$ cat src/rtl/intr_scheduler_pkg.sv
// Shared definitions for the PicoBlaze interrupt scheduler: default port
// addresses next to the rest of the I/O map, and the handshake FSM encoding.
package intr_scheduler_pkg;

    localparam int         NUM_SRC_DEF  = 4;

    localparam logic [7:0] PA_CAUSE_DEF = 8'h08;
    localparam logic [7:0] PA_MASK_DEF  = 8'h18;
    localparam logic [7:0] PA_PEND_DEF  = 8'h28;
    localparam logic [7:0] PA_OVR_DEF   = 8'h38;

    typedef enum logic [1:0] {
        ST_IDLE    = 2'd0,
        ST_ASSERT  = 2'd1,
        ST_SERVICE = 2'd2
    } sched_state_e;

    // Byte lane mask covering the implemented source bits.
    function automatic logic [7:0] src_valid_mask(input int n);
        logic [7:0] m;
        m = 8'h00;
        for (int i = 0; i < 8; i++) begin
            if (i < n) begin
                m[i] = 1'b1;
            end else begin
                m[i] = 1'b0;
            end
        end
        return m;
    endfunction

endpackage

$ cat src/rtl/intr_scheduler_if.sv
// PicoBlaze port bus plus interrupt handshake as seen by the scheduler.
interface intr_scheduler_if;
    logic [7:0] port_id;
    logic       write_strobe;
    logic       read_strobe;
    logic [7:0] io_data_in;
    logic [7:0] io_data_out;
    logic       rd_hit;
    logic       interrupt;
    logic       interrupt_ack;

    modport master (
        output port_id, write_strobe, read_strobe, io_data_in, interrupt_ack,
        input  io_data_out, rd_hit, interrupt
    );

    modport slave (
        input  port_id, write_strobe, read_strobe, io_data_in, interrupt_ack,
        output io_data_out, rd_hit, interrupt
    );
endinterface

$ cat src/rtl/intr_scheduler_prio_enc_onehot.sv
// Fixed-priority select: one-hot of the lowest set request bit, plus an any flag.
module prio_enc_onehot #(
    parameter int N = 4
) (
    input  logic [N-1:0] req_i,
    output logic [N-1:0] onehot_o,
    output logic         any_o
);

    // Scan from the top so the lowest index is the last one written.
    always_comb begin
        onehot_o = {N{1'b0}};
        any_o    = |req_i;
        for (int i = N - 1; i >= 0; i--) begin
            if (req_i[i]) begin
                onehot_o    = {N{1'b0}};
                onehot_o[i] = 1'b1;
            end else begin
                onehot_o = onehot_o;
            end
        end
    end

endmodule

$ cat src/rtl/intr_scheduler.sv
// Interrupt scheduler for the KCPSM6: latches source edges as pending,
// arbitrates by fixed priority and runs the interrupt/ack/EOI handshake.
module intr_scheduler
    import intr_scheduler_pkg::*;
#(
    parameter int         NUM_SRC  = NUM_SRC_DEF,
    parameter logic [7:0] PA_CAUSE = PA_CAUSE_DEF,
    parameter logic [7:0] PA_MASK  = PA_MASK_DEF,
    parameter logic [7:0] PA_PEND  = PA_PEND_DEF,
    parameter logic [7:0] PA_OVR   = PA_OVR_DEF
) (
    input  logic               sysclk,
    input  logic               sysreset,
    input  logic [NUM_SRC-1:0] src_in,
    intr_scheduler_if.slave    bus
);

    localparam logic [7:0] SRC_VALID = src_valid_mask(NUM_SRC);

    sched_state_e state_q, state_d;

    logic [NUM_SRC-1:0] src_prev_q;
    logic [7:0]         pending_q, pending_d;
    logic [7:0]         mask_q, mask_d;
    logic [7:0]         overrun_q, overrun_d;
    logic [7:0]         cause_q, cause_d;
    logic               irq_q, irq_d;
    logic [7:0]         rdata_q, rdata_d;
    logic               rd_hit_q, rd_hit_d;

    logic [7:0]         evt_s;
    logic [7:0]         ack_clr_s;
    logic [7:0]         ovr_wclr_s;
    logic [NUM_SRC-1:0] req_s;
    logic [NUM_SRC-1:0] win_s;
    logic               any_s;
    logic               wr_cause_s;
    logic               wr_mask_s;
    logic               wr_ovr_s;

    // Edge detect and bus write decode
    always_comb begin
        evt_s      = 8'(src_in & ~src_prev_q);
        wr_cause_s = bus.write_strobe && (bus.port_id == PA_CAUSE);
        wr_mask_s  = bus.write_strobe && (bus.port_id == PA_MASK);
        wr_ovr_s   = bus.write_strobe && (bus.port_id == PA_OVR);
        req_s      = pending_q[NUM_SRC-1:0] & mask_q[NUM_SRC-1:0];
    end

    prio_enc_onehot #(
        .N (NUM_SRC)
    ) u_prio (
        .req_i    (req_s),
        .onehot_o (win_s),
        .any_o    (any_s)
    );

    // Handshake FSM: next state, cause latch, interrupt line, pending clear on ack
    always_comb begin
        state_d   = state_q;
        cause_d   = cause_q;
        irq_d     = irq_q;
        ack_clr_s = 8'h00;
        case (state_q)
            ST_IDLE: begin
                if (any_s) begin
                    state_d = ST_ASSERT;
                    cause_d = 8'(win_s);
                    irq_d   = 1'b1;
                end else begin
                    irq_d   = 1'b0;
                end
            end
            ST_ASSERT: begin
                // Masking the cause here deliberately does not withdraw the request.
                if (bus.interrupt_ack) begin
                    state_d   = ST_SERVICE;
                    irq_d     = 1'b0;
                    ack_clr_s = cause_q;
                end else begin
                    irq_d     = 1'b1;
                end
            end
            ST_SERVICE: begin
                irq_d = 1'b0;
                if (wr_cause_s) begin
                    state_d = ST_IDLE;
                    cause_d = 8'h00;
                end else begin
                    state_d = ST_SERVICE;
                end
            end
            default: begin
                state_d = ST_IDLE;
                cause_d = 8'h00;
                irq_d   = 1'b0;
            end
        endcase
    end

    // Pending / overrun / mask next-state; a fresh event on the acked source re-arms it
    always_comb begin
        if (wr_ovr_s) begin
            ovr_wclr_s = bus.io_data_in;
        end else begin
            ovr_wclr_s = 8'h00;
        end
        if (wr_mask_s) begin
            mask_d = bus.io_data_in & SRC_VALID;
        end else begin
            mask_d = mask_q;
        end
        pending_d = ((pending_q & ~ack_clr_s) | evt_s) & SRC_VALID;
        overrun_d = ((overrun_q & ~ovr_wclr_s) | (pending_q & evt_s & ~ack_clr_s)) & SRC_VALID;
    end

    // Read-data mux, registered every cycle from port_id
    always_comb begin
        rdata_d  = 8'h00;
        rd_hit_d = 1'b0;
        if (bus.port_id == PA_CAUSE) begin
            rdata_d  = cause_q;
            rd_hit_d = 1'b1;
        end else if (bus.port_id == PA_MASK) begin
            rdata_d  = mask_q;
            rd_hit_d = 1'b1;
        end else if (bus.port_id == PA_PEND) begin
            rdata_d  = pending_q;
            rd_hit_d = 1'b1;
        end else if (bus.port_id == PA_OVR) begin
            rdata_d  = overrun_q;
            rd_hit_d = 1'b1;
        end else begin
            rdata_d  = 8'h00;
            rd_hit_d = 1'b0;
        end
    end

    // All state; events arriving during reset are dropped with the history
    always_ff @(posedge sysclk) begin
        if (!sysreset) begin
            state_q    <= ST_IDLE;
            src_prev_q <= {NUM_SRC{1'b0}};
            pending_q  <= 8'h00;
            mask_q     <= 8'h00;
            overrun_q  <= 8'h00;
            cause_q    <= 8'h00;
            irq_q      <= 1'b0;
            rdata_q    <= 8'h00;
            rd_hit_q   <= 1'b0;
        end else begin
            state_q    <= state_d;
            src_prev_q <= src_in;
            pending_q  <= pending_d;
            mask_q     <= mask_d;
            overrun_q  <= overrun_d;
            cause_q    <= cause_d;
            irq_q      <= irq_d;
            rdata_q    <= rdata_d;
            rd_hit_q   <= rd_hit_d;
        end
    end

    assign bus.interrupt   = irq_q;
    assign bus.io_data_out = rdata_q;
    assign bus.rd_hit      = rd_hit_q;

endmodule

$ cat src/flat_wrapper.sv
// flat-port wrapper written by rule: the top's interface ports become plain ports
module intr_scheduler_flat import intr_scheduler_pkg::*;
#(
    parameter int         NUM_SRC  = NUM_SRC_DEF,
    parameter logic [7:0] PA_CAUSE = PA_CAUSE_DEF,
    parameter logic [7:0] PA_MASK  = PA_MASK_DEF,
    parameter logic [7:0] PA_PEND  = PA_PEND_DEF,
    parameter logic [7:0] PA_OVR   = PA_OVR_DEF
)
  (sysclk, sysreset, src_in, bus_port_id, bus_write_strobe, bus_read_strobe, bus_io_data_in, bus_interrupt_ack, bus_io_data_out, bus_rd_hit, bus_interrupt);
  intr_scheduler_if bus_i ();
  input  logic sysclk;
  input  logic sysreset;
  input  logic [NUM_SRC-1:0] src_in;
  input wire logic [$bits(bus_i.port_id)-1:0] bus_port_id;
  input wire logic [$bits(bus_i.write_strobe)-1:0] bus_write_strobe;
  input wire logic [$bits(bus_i.read_strobe)-1:0] bus_read_strobe;
  input wire logic [$bits(bus_i.io_data_in)-1:0] bus_io_data_in;
  input wire logic [$bits(bus_i.interrupt_ack)-1:0] bus_interrupt_ack;
  output wire logic [$bits(bus_i.io_data_out)-1:0] bus_io_data_out;
  output wire logic [$bits(bus_i.rd_hit)-1:0] bus_rd_hit;
  output wire logic [$bits(bus_i.interrupt)-1:0] bus_interrupt;
  assign bus_i.port_id = bus_port_id;
  assign bus_i.write_strobe = bus_write_strobe;
  assign bus_i.read_strobe = bus_read_strobe;
  assign bus_i.io_data_in = bus_io_data_in;
  assign bus_i.interrupt_ack = bus_interrupt_ack;
  assign bus_io_data_out = bus_i.io_data_out;
  assign bus_rd_hit = bus_i.rd_hit;
  assign bus_interrupt = bus_i.interrupt;
  intr_scheduler #(.NUM_SRC(NUM_SRC), .PA_CAUSE(PA_CAUSE), .PA_MASK(PA_MASK), .PA_PEND(PA_PEND), .PA_OVR(PA_OVR)) u_core (.sysclk(sysclk), .sysreset(sysreset), .src_in(src_in), .bus(bus_i));
endmodule
$ cat config.mk
export PLATFORM = sky130hd
export DESIGN_NAME = intr_scheduler_flat
export DESIGN_NICKNAME = d
export VERILOG_FILES = /design/src/rtl/intr_scheduler_pkg.sv /design/src/rtl/intr_scheduler_if.sv /design/src/rtl/intr_scheduler_prio_enc_onehot.sv /design/src/rtl/intr_scheduler.sv /design/src/flat_wrapper.sv
export SDC_FILE = /design/constraint.sdc
export NUM_CORES = 1
export LEC_CHECK = 0
export ABC_AREA = 1
export CAP_MARGIN = 10
export CORE_MARGIN = 3
export CORE_UTILIZATION = 35
export CTS_CLUSTER_DIAMETER = 120
export DETAILED_ROUTE_END_ITERATION = 16
export PLACE_DENSITY = 0.67
export RECOVER_POWER = 50
export SYNTH_ARGS = -nofsm -noshare
export SYNTH_HDL_FRONTEND = slang
export SYNTH_SLANG_ARGS = --single-unit
$ cat constraint.sdc
create_clock -name sysclk -period 1.2 [get_ports sysclk]
set_clock_uncertainty 0.1 [all_clocks]
set_input_delay 0.36 -clock sysclk [delete_from_list [all_inputs] [get_ports sysclk]]
set_output_delay 0.36 -clock sysclk [all_outputs]
set_load 0.01 [all_outputs]
==> results.txt, run 1 <==
worst path arrival time: 0.78 ns
clock tree sinks: 28
parity-gate share of the synthesized area counting xor and xnor cells: 0
main combinational cell family by area after synthesis: simple AND/OR/NAND/NOR gates
CTS tree: yes
I/O pin total: 35
# rows: 21
area of the mapped netlist: 1280 um2
highest ir drop seen on vdd: 641 uV
post-route clock period utilization: 1.04
cell with the largest stage delay on the worst path: sky130_fd_sc_hd__dfxtp_2
post-route antenna net violation count: 0
worst reg2reg setup slack: 0.01 ns
post-place setup slack: -0.665 ns
wire length of the first global-routing pass: 5.42 mm
Critical Path RT: 0.74 ns
worst-path cell chain: buf_6
register area share after synthesis: 0.438
cell depth of the worst setup path: 1
clock latency on the worst-skew pair: 0.33 ns
CP bufs+invs: 1
total half-perimeter wirelength after legalization and detailed placement: 2.55 mm
cell leakage power: 0.810 nW
storage element area: 568 um2
FILL cells: 319
share of async-settable or async-resettable flops after synthesis: 0
Main synth FF type: sky130_fd_sc_hd__dfxtp_1
Initial Util: 0.375
maximum capacitance violations: 0
number of port buffers: 25
first drt pass iteration count: 4
endpoint of the worst-slack reg-to-reg timing path: u_core.cause_q[1]
Routability Congestion: 0.915
origin of the critical flop-to-flop path: u_core.mask_q[0]
clock transition at the registers of the reported paths: 0.15 ns
most frequent cells after synthesis: 36 x sky130_fd_sc_hd__nand2_1, 28 x sky130_fd_sc_hd__dfxtp_1, 19 x sky130_fd_sc_hd__a21oi_1, 19 x sky130_fd_sc_hd__nand3_1, 18 x sky130_fd_sc_hd__inv_1
number of synthesized register bits: 28
startpoint type of the worst setup path: flop
total gr overflow: 0
violated checks: negative setup slack
worst setup path startpoint: u_core.bus.interrupt
antenna fix cells: 0
leading cell types by total area after synthesis: sky130_fd_sc_hd__dfxtp_1 44%, sky130_fd_sc_hd__nand2_1 11%, sky130_fd_sc_hd__a21oi_1 7.4%
area of the multi-input gates: 704 um2
Power Dens Cells: 966 nW/um2
maximum fanout along the worst path: 1
Core ar.: 3420 um2
unrepaired setup endpoints after global routing: true
drt via density: 4.82
post-detailed-routing wire length: 3.27 mm
vertical extent of the die: 66.5 um
total of endpoints with negative setup slack in the final report: 7
area fraction in compound gates after synthesis: 0.125
crit-path max cell delay: 0.35 ns
Slew Limit Fails: 0
worst reg-to-reg path cell count: 7
endpoint kind of the worst setup timing path: output port
deepest clock path buffer count: 2
initial detailed-routing violation count: 49
pin count of the biggest net entering global routing: 17
detailed-route DRC error count: 0
cell taking the most area after synthesis: sky130_fd_sc_hd__dfxtp_1
adder and majority cell fraction of the synthesized area: 0
share of cells above drive strength 1: 0.377
Post-synth EDFFs: 0
wire length per cell: 11.8 um
share of Yosys cell area claimed by the top area cell type: 0.438
H-tree level count: 1
DR vias: 1335
top-count cell post-synth: sky130_fd_sc_hd__nand2_1
worst hold path type: primary input to flop
capture point of the critical path: bus_interrupt
end-of-flow core utilization: 0.560
overall die width: 66.5 um
crit path kind: flop to output port
clock tree root driver cell: sky130_fd_sc_hd__clkbuf_4
number of global-route vias before repair: 1269
number of antenna violations at the first check in global routing: 0
NumNets Final: 257
cells after synthesis: 178
global-route usage over all layers: 0.157
average instance area after synthesis: 7.19 um2
total of warnings raised by yosys: 0
distinct cell type count of the synthesized netlist: 21
Hold Startpoint: bus_port_id[7]
mux cell area share after synthesis: 0
post-layout minimum cycle time: 1.24 ns
Num CTS Buffers: 3
synthesis-to-layout area growth: 49.4%
worst hold margin: 0.311 ns
status: finished, violations left
area fraction in and, or, nand and nor cells after synthesis: 0.328
min setup slack post-route: -0.0437 ns
top cell family by delay on the critical path: flip-flops
maximum clock frequency: 0.804 GHz
DIE AREA: 4420 um2
Final Hold Vio Count: 0
worst min path at each step:
stage / to / slack (ns) / cells after the start
2_1_floorplan: u_core.overrun_q[0] / 0.34 / 2
3_3_place_gp: u_core.overrun_q[0] / 0.35 / 2
3_5_place_dp: u_core.overrun_q[3] / 0.36 / 2
4_1_cts: u_core.overrun_q[1] / 0.38 / 2
5_1_grt: u_core.bus.rd_hit / 0.32 / 5
6_report: u_core.bus.rd_hit / 0.31 / 5
state kept, by name, indices dropped and copies added, names as in the netlist, 2 cells and up:
register,flops
u_core.bus.io_data_out,4
u_core.cause_q,4
u_core.mask_q,4
u_core.overrun_q,4
u_core.pending_q,4
u_core.src_prev_q,4
u_core.state_q,2
cell families after synthesis:
family	count (synthesis)
and+or+nand+nor	85
AOI/OAI and AO/OA	32
buffers and inverters	32
DFF	28
other	1
through the flow:
stage               instance area, um2  power (mW)  std cells  TNS, ns
floorplan                         1340        1.10        181  -0.0111
global placement                  1780        1.24        267   -12.80
detailed placement                1780        1.25        267   -13.34
CTS                               1870        1.86        276   -0.254
global route                      1910        1.92        277    -1.20
finish                            1910        1.85        277   -0.209
routing by layer:
layer | share of wire | up-vias | track usage
met2 | 0.49 | 38 | 0.261
met5 | 0 | - | 0
li1 | - | 677 | -
met1 | 0.45 | 618 | 0.205
met3 | 0.053 | 2 | 0.0304
met4 | 0.0076 | 0 | 0.0482
power by group:
part | switching (mW) | internal (mW) | total, mW
logic | 0.133 | 0.127 | 0.260
registers | 0.0127 | 0.958 | 0.971
clock network | 0.278 | 0.338 | 0.616
total | 0.424 | 1.42 | 1.85
cell usage in the layout (no fill, tap or decap), types with 2 or more instances in the layout:
master and n:
sky130_fd_sc_hd__clkbuf_4 3, sky130_fd_sc_hd__conb_1 4, sky130_fd_sc_hd__clkbuf_1 2, sky130_fd_sc_hd__buf_4 21, sky130_fd_sc_hd__nand3_4 2, sky130_fd_sc_hd__nand4_1 8
sky130_fd_sc_hd__a21oi_2 4, sky130_fd_sc_hd__a21oi_1 15, sky130_fd_sc_hd__inv_2 8, sky130_fd_sc_hd__nand3_1 15, sky130_fd_sc_hd__nand2_4 2, sky130_fd_sc_hd__inv_1 15
sky130_fd_sc_hd__nor2_4 2, sky130_fd_sc_hd__clkbuf_2 5, sky130_fd_sc_hd__o21ai_0 4, sky130_fd_sc_hd__nand2_1 27, sky130_fd_sc_hd__dfxtp_2 6, sky130_fd_sc_hd__clkdlybuf4s50_1 10
sky130_fd_sc_hd__nor3_4 2, sky130_fd_sc_hd__nand2_2 9, sky130_fd_sc_hd__nand3_2 3, sky130_fd_sc_hd__nor3_1 2, sky130_fd_sc_hd__dfxtp_1 22, sky130_fd_sc_hd__nor2_2 2
sky130_fd_sc_hd__buf_6 3, sky130_fd_sc_hd__nor2_1 9, sky130_fd_sc_hd__buf_2 7, sky130_fd_sc_hd__o21ai_1 8, sky130_fd_sc_hd__dlygate4sd2_1 3
repair_timing:
| action | in CTS | in global routing |
|---|---|---|
| buffers inserted | 5 | 2 |
| resized for setup | 50 | 31 |
| endpoints found under the setup margin | 24 | 20 |
| pin swaps | 11 | 20 |
| hold buffers | 0 | 0 |
area by class of cell:
type | count | share of cell area
Timing Repair Buffer | 52 | 0.212
Tap cell | 46 | 0.0301
Clock buffer | 3 | 0.0118
Sequential cell | 28 | 0.297
Multi-Input combinational cell | 121 | 0.368
Inverter | 26 | 0.0648
Clock inverter | 1 | 0.0157
Note: power is estimated with default switching activity, not from simulation.
==> run 2: changes to the inputs <==
==> constraint.sdc (replaced) <==
create_clock -name sysclk -period 1.2 [get_ports sysclk]
set_clock_uncertainty 0.1 [all_clocks]
set_input_delay 0.3 -clock sysclk [delete_from_list [all_inputs] [get_ports sysclk]]
set_output_delay 0.3 -clock sysclk [all_outputs]
set_load 0.01 [all_outputs]
==> run 2 against run 1 <==
  * The run now ends clean
  * Core utilization grew 0.18 points
  * Register-to-register slack better by 0.04 ns
  * Non-clock buffer count decreased by 2
  * Sequential power about the same
  * Clock power down 0.6%
  * Global-route usage is 0.67 points lower
  * Combinational power shrank 2%
  * Worst setup slack better by 0.068 ns
  * Critical endpoint unchanged
  * Highest routed layer is now met3
==> results.txt, run 2 (same netlist as run 1, synthesis figures left out) <==
worst-path cell chain: buf_2
hold buffer count at cts: 0 (unchanged)
# rows: 21 (unchanged)
FILL cells: 314 (-1.6%)
maximum fanout along the worst path: 1 (unchanged)
drt via density: 4.69 (-2.7%)
synthesis-to-layout area growth: 49.9%
Initial Util: 0.375 (unchanged)
detailed-route DRC error count: 0 (unchanged)
startpoint type of the worst setup path: flop
maximum clock frequency: 0.850 GHz (+5.8%)
cell leakage power: 0.838 nW (+3.5%)
total half-perimeter wirelength after legalization and detailed placement: 2.45 mm (-3.9%)
global-route usage over all layers: 0.151 (-0.00666)
origin of the critical flop-to-flop path: u_core.pending_q[1]
crit path kind: flop to output port
Num CTS Buffers: 3 (unchanged)
DR vias: 1289 (-3.4%)
number of port buffers: 25 (unchanged)
CTS tree: yes
wire length of the first global-routing pass: 5.13 mm (-5.2%)
endpoint of the worst-slack reg-to-reg timing path: u_core.state_q[0]
DIE AREA: 4420 um2 (unchanged)
clock tree root driver cell: sky130_fd_sc_hd__clkbuf_4
NumNets Final: 255 (-0.78%)
share of cells above drive strength 1: 0.362 (-0.0142)
overall power consumption: 1.84 mW (-0.58%)
Final Hold Vio Count: 0 (unchanged)
endpoint kind of the worst setup timing path: output port
min setup slack post-route: 0.0241 ns (+0.0678 ns)
highest-count cells in the layout ignoring fill and taps: 30 x sky130_fd_sc_hd__nand2_1, 22 x sky130_fd_sc_hd__dfxtp_1, 20 x sky130_fd_sc_hd__buf_4
post-detailed-routing wire length: 3.22 mm (-1.6%)
post-layout minimum cycle time: 1.18 ns (-0.0678 ns)
number of global-route vias before repair: 1148 (-9.5%)
deepest clock path buffer count: 2 (unchanged)
post-place setup slack: -0.563 ns (+0.102 ns)
highest ir drop seen on vdd: 899 uV (+40%)
clock tree sinks: 28 (unchanged)
first drt pass iteration count: 4 (unchanged)
wire length per cell: 11.7 um (-0.87%)
area of the multi-input gates: 728 um2 (+3.4%)
post-route clock period utilization: 0.980 (-0.0565)
worst reg-to-reg path cell count: 7 (unchanged)
Final TNS setup: 0 ns (+0.209 ns)
H-tree level count: 1 (unchanged)
Core ar.: 3420 um2 (unchanged)
worst setup path startpoint: u_core.bus.interrupt
vertical extent of the die: 66.5 um (unchanged)
cell depth of the worst setup path: 1 (unchanged)
worst hold margin: 0.309 ns (-0.00220 ns)
overall die width: 66.5 um (unchanged)
total gr overflow: 0 (unchanged)
clock transition at the registers of the reported paths: 0.15 ns (about the same)
most common library cell in the layout ignoring fill and taps: sky130_fd_sc_hd__nand2_1
worst reg2reg setup slack: 0.05 ns (+0.04 ns)
capture point of the critical path: bus_interrupt
worst hold path type: primary input to flop
post-route antenna net violation count: 0 (unchanged)
storage element area: 568 um2 (unchanged)
unrepaired setup endpoints after global routing: true
CP bufs+invs: 1 (unchanged)
Routability Congestion: 0.845 (-7.7%)
maximum capacitance violations: 0 (unchanged)
Critical Path RT: 0.80 ns (+0.06 ns)
I/O pin total: 35 (unchanged)
top cell family by delay on the critical path: flip-flops
antenna fix cells: 0 (unchanged)
worst path arrival time: 0.78 ns (about the same)
crit-path max cell delay: 0.33 ns (-0.02 ns)
clock latency on the worst-skew pair: 0.32 ns (about the same)
cell with the largest stage delay on the worst path: sky130_fd_sc_hd__dfxtp_1
total of endpoints with negative setup slack in the final report: 0 (-7)
initial detailed-routing violation count: 68 (+39%)
Slew Limit Fails: 0 (unchanged)
pin count of the biggest net entering global routing: 17 (unchanged)
number of antenna violations at the first check in global routing: 0 (unchanged)
status: complete, no violations
Power Dens Cells: 957 nW/um2 (-0.91%)
==> run 2: worst min path at each step <==
| stage | start | to | cells after the start |
|---|---|---|---|
| floorplan | src_in[0] | u_core.src_prev_q[0] | 2 |
| global placement | u_core.overrun_q[0] | u_core.overrun_q[0] | 2 |
| detailed placement | u_core.overrun_q[2] | u_core.overrun_q[2] | 2 |
| CTS | bus_port_id[6] | u_core.bus.rd_hit | 4 |
| global route | bus_port_id[6] | u_core.bus.rd_hit | 4 |
| finish | bus_port_id[6] | u_core.bus.rd_hit | 4 |
==> run 2: per-stage QoR <==
step	util	cells	area, um2
6_report	0.562	275	1920
5_1_grt	0.562	275	1920
4_1_cts	0.542	274	1850
3_5_place_dp	0.515	269	1760
3_3_place_gp	0.515	269	1760
2_1_floorplan	-	181	1290
==> run 2: repair_timing <==
action | 4_1_cts | 5_1_grt
resized for setup | 50 | 33
setup buffers | 1 | 1
pin swaps | 13 | 16
cloned | 0 | 0
hold endpoints to repair | 0 | 0
setup endpoints to repair | 24 | 24
==> run 2: area by class of cell <==
type | count | area share
clock buffers | 3 | 0.0117
well taps | 46 | 0.0300
multi-input cells | 121 | 0.380
clock inverters | 1 | 0.0157
repair buffers | 50 | 0.215
inverters | 26 | 0.0522
flip-flops and latches | 28 | 0.296
==> run 2: power by group <==
group / internal [mW] / switching (mW)
logic: 0.125 / 0.129
clock network: 0.338 / 0.274
registers: 0.958 / 0.0125
==> run 2: per-layer routing <==
layer  share of wire  up-vias  global-route usage  routed length [um]
met4               0        0              0.0228                   0
li1                -      678                   -                   -
met2            0.49       31               0.243                1570
met5               0        -                   0                   0
met3           0.043        0              0.0371                 137
met1            0.47      580               0.207                1520
==> run 3: changes to the inputs <==
PLACE_DENSITY = 0.66   (was 0.67)
SYNTH_HIERARCHICAL = 1   (was unset)
==> run 3 against run 2 <==
  * Largest cell class unchanged
  * Cell count increased by 3.3%
  * The run now ends with negative setup slack left
  * Area after synthesis increased by 1.8%
  * Cell area decreased by 2.9%
  * Worst setup slack got worse by 0.038 ns
  * Largest power group unchanged
  * Critical path depth increased by 8
  * Sequential power about the same
  * Sequential share of layout area increased by 0.96 points
  * Combinational power decreased by 11%
  * First-iteration DRC count decreased by 35%
  * Core utilization decreased by 2.5 points
  * Global-route usage decreased by 0.62 points
  * Die area increased by 1.6%
==> results.txt, run 3 <==
overall die width: 67.0 um (+0.80%)
worst hold path stage count: 6 (+2)
number of global-route vias before repair: 1157 (+0.78%)
Met3 Wirelength: 178 um (+30%)
total of warnings raised by yosys: 6 (+6)
wire length per cell: 11.2 um (-4.1%)
Critical Path RT: 1.32 ns (+0.52 ns)
share of Yosys cell area claimed by the top area cell type: 0.430 (-0.00757)
leading cell types by total area after synthesis: sky130_fd_sc_hd__dfxtp_1 43%, sky130_fd_sc_hd__nand2_1 12%, sky130_fd_sc_hd__inv_1 9.2%
overall power consumption: 1.93 mW (+5.2%)
highest ir drop seen on vdd: 564 uV (-37%)
unrepaired setup endpoints after global routing: true
clock transition at the registers of the reported paths: 0.10 ns (-0.05 ns)
FILL cells: 367 (+17%)
share of cells above drive strength 1: 0.374 (+0.0115)
Routability Congestion: 0.845 (about the same)
synthesis-to-layout area growth: 42.9%
post-place setup slack: -0.599 ns (-0.0356 ns)
DIE AREA: 4490 um2 (+1.6%)
storage element area: 569 um2 (+0.22%)
total gr overflow: 0 (unchanged)
Slew Limit Fails: 0 (unchanged)
post-detailed-routing wire length: 3.19 mm (-0.96%)
initial detailed-routing violation count: 44 (-35%)
wire length of the first global-routing pass: 4.93 mm (-4.0%)
H-tree level count: 1 (unchanged)
number of synthesized register bits: 28 (unchanged)
most common library cell in the layout ignoring fill and taps: sky130_fd_sc_hd__nand2_1
pin count of the biggest net entering global routing: 17 (unchanged)
worst reg2reg setup slack: -0.01 ns (-0.06 ns)
Post-synth EDFFs: 0 (unchanged)
worst setup path startpoint: u_core/pending_q[1]
startpoint type of the worst setup path: flop
Switching Share: 0.215 (-0.0116)
top-count cell post-synth: sky130_fd_sc_hd__nand2_1
DR vias: 1292 (+0.23%)
post-layout minimum cycle time: 1.21 ns (+0.0379 ns)
destination of the worst hold path: u_core/bus.rd_hit
wire length on met2: 1.51 mm (-3.6%)
detailed-route DRC error count: 0 (unchanged)
number of antenna violations at the first check in global routing: 0 (unchanged)
Routed met1 length: 1.43 mm (-5.4%)
min setup slack post-route: -0.0139 ns (-0.0379 ns)
clock latency on the worst-skew pair: 0.28 ns (-0.04 ns)
total half-perimeter wirelength after legalization and detailed placement: 2.30 mm (-6.4%)
# rows: 21 (unchanged)
register area share after synthesis: 0.430 (-0.00757)
number of port buffers: 25 (unchanged)
Combinational Power Share: 0.117 (-0.021)
sequential power share: 0.503 (-0.025)
cell leakage power: 0.828 nW (-1.2%)
total of endpoints with negative setup slack in the final report: 2 (+2)
worst hold path type: primary input to flop
post-route antenna net violation count: 0 (unchanged)
post-route clock period utilization: 1.01 (+0.0316)
most frequent cells after synthesis: 43 x sky130_fd_sc_hd__nand2_1, 32 x sky130_fd_sc_hd__inv_1, 28 x sky130_fd_sc_hd__dfxtp_1, 17 x sky130_fd_sc_hd__nor2_1
first drt pass iteration count: 4 (unchanged)
cells after synthesis: 191 (+7.3%)
drt via density: 4.55 (-2.9%)
Num CTS Buffers: 3 (unchanged)
Power Dens Cells: 1040 nW/um2 (+8.3%)
global-route usage over all layers: 0.145 (-0.00622)
endpoint kind of the worst setup timing path: flop
highest routed metal layer: met4
endpoint of the worst-slack reg-to-reg timing path: u_core/cause_q[2]
maximum capacitance violations: 0 (unchanged)
Clock power frac: 0.381 (+0.048)
Core ar.: 3470 um2 (+1.5%)
violated checks: negative setup slack
average instance area after synthesis: 6.82 um2 (-5.2%)
NumNets Final: 264 (+3.5%)
I/O pin total: 35 (unchanged)
switching power: 414 uW (-0.25%)
share of async-settable or async-resettable flops after synthesis: 0 (unchanged)
Final Hold Vio Count: 0 (unchanged)
highest-count cells in the layout ignoring fill and taps: 29 x sky130_fd_sc_hd__nand2_1, 23 x sky130_fd_sc_hd__inv_1, 21 x sky130_fd_sc_hd__dfxtp_1, 21 x sky130_fd_sc_hd__buf_4, 16 x sky130_fd_sc_hd__nor2_1
worst path arrival time: 1.33 ns (+0.55 ns)
worst reg-to-reg path cell count: 9 (+2)
origin of the critical flop-to-flop path: u_core/pending_q[1]
distinct cell type count of the synthesized netlist: 19 (-9.5%)
internal power of the cells: 1.52 mW (+6.7%)
maximum fanout along the worst path: 4 (+3)
clock tree root driver cell: sky130_fd_sc_hd__clkbuf_8
Initial Util: 0.376 (+0.000816)
cell taking the most area after synthesis: sky130_fd_sc_hd__dfxtp_1
antenna fix cells: 0 (unchanged)
area of the mapped netlist: 1300 um2 (+1.8%)
deepest clock path buffer count: 2 (unchanged)
status: finished, violations left
Main synth FF type: sky130_fd_sc_hd__dfxtp_1
vertical extent of the die: 67.0 um (+0.80%)
area of the multi-input gates: 673 um2 (-7.6%)
Hold Startpoint: bus_port_id[2]
end-of-flow core utilization: 0.537 (-0.0247)
maximum clock frequency: 0.824 GHz (-3.1%)
CTS tree: yes
crit path kind: flop to flop
clock tree sinks: 28 (unchanged)
==> run 3: changes by cell type after synthesis, sizes merged, moves of 3 or more <==
cell and change:
a21oi -3, inv +11, nand2 +6, nand3 -8
nand4 -3, nor2 +6, o21ai +3
==> run 3: layout make-up <==
class | count | share of cell area
timing repair buffer | 47 | 0.189
sequential | 28 | 0.306
inverter | 37 | 0.0746
multi-input combinational | 122 | 0.362
clock buffer | 3 | 0.0222
tap | 46 | 0.0309
clock inverter | 1 | 0.0161
==> run 3: worst max path at each step <==
stage / to / slack [ns] / depth (start not counted)
2_1_floorplan: u_core/mask_q[0] / 0.03 / 6
3_3_place_gp: u_core/mask_q[0] / -0.59 / 6
3_5_place_dp: u_core/mask_q[3] / -0.60 / 6
4_1_cts: u_core/cause_q[2] / 0.007 / 9
5_1_grt: u_core/cause_q[2] / -0.09 / 9
6_report: u_core/cause_q[2] / -0.01 / 9
==> run 3: cells by family after synthesis <==
| family | Yosys count | share of synthesized area |
|---|---|---|
| simple gates | 83 | 0.285 |
| buf+inv | 44 | 0.141 |
| compound gates | 35 | 0.140 |
| flops | 28 | 0.430 |
| other cells | 1 | 0.00288 |
==> run 3: repair_timing <==
action                                 in CTS  in global routing
pin swaps                                  13                 28
gates resized for setup                    58                 48
hold buffers                                0                  0
setup endpoints to repair                  23                 20
buffers inserted                            0                  6
endpoints found under the hold margin       0                  0
==> run 3: critical path, stage by stage, from the launching register on <==
cell and delay (ns):
sky130_fd_sc_hd__dfxtp_2 0.34, sky130_fd_sc_hd__nand2_2 0.06, sky130_fd_sc_hd__inv_2 0.04, sky130_fd_sc_hd__nor2_1 0.10
sky130_fd_sc_hd__nand2_1 0.08, sky130_fd_sc_hd__inv_1 0.07, sky130_fd_sc_hd__nand2_2 0.06, sky130_fd_sc_hd__nand3_4 0.12
sky130_fd_sc_hd__nand2_2 0.07, sky130_fd_sc_hd__a21oi_2 0.14
==> run 3: metrics by stage <==
stage | cell area (um2) | setup TNS (ns) | cells | hold WS (ns)
6_report | 1860 | -0.0175 | 284 | 0.290
5_1_grt | 1860 | -0.615 | 284 | 0.312
3_5_place_dp | 1700 | -10.68 | 274 | 0.354
2_1_floorplan | 1310 | 0 | 194 | 0.293
4_1_cts | 1740 | 0 | 278 | 0.303
3_3_place_gp | 1700 | -10.61 | 274 | 0.350
==> run 3: layer usage <==
layer	vias up	GRT usage
met1	565	0.193
met5	-	0
met2	35	0.223
met3	7	0.0354
li1	685	-
met4	0	0.0532
==> run 3: power by group through the flow <==
stage	combinational, mW	sequential, mW	clock (mW)
2_1_floorplan	0.0848	0.989	0
3_3_place_gp	0.211	0.988	0
3_5_place_dp	0.210	0.988	0
4_1_cts	0.206	0.967	0.760
5_1_grt	0.250	0.973	0.801
6_report	0.225	0.970	0.735
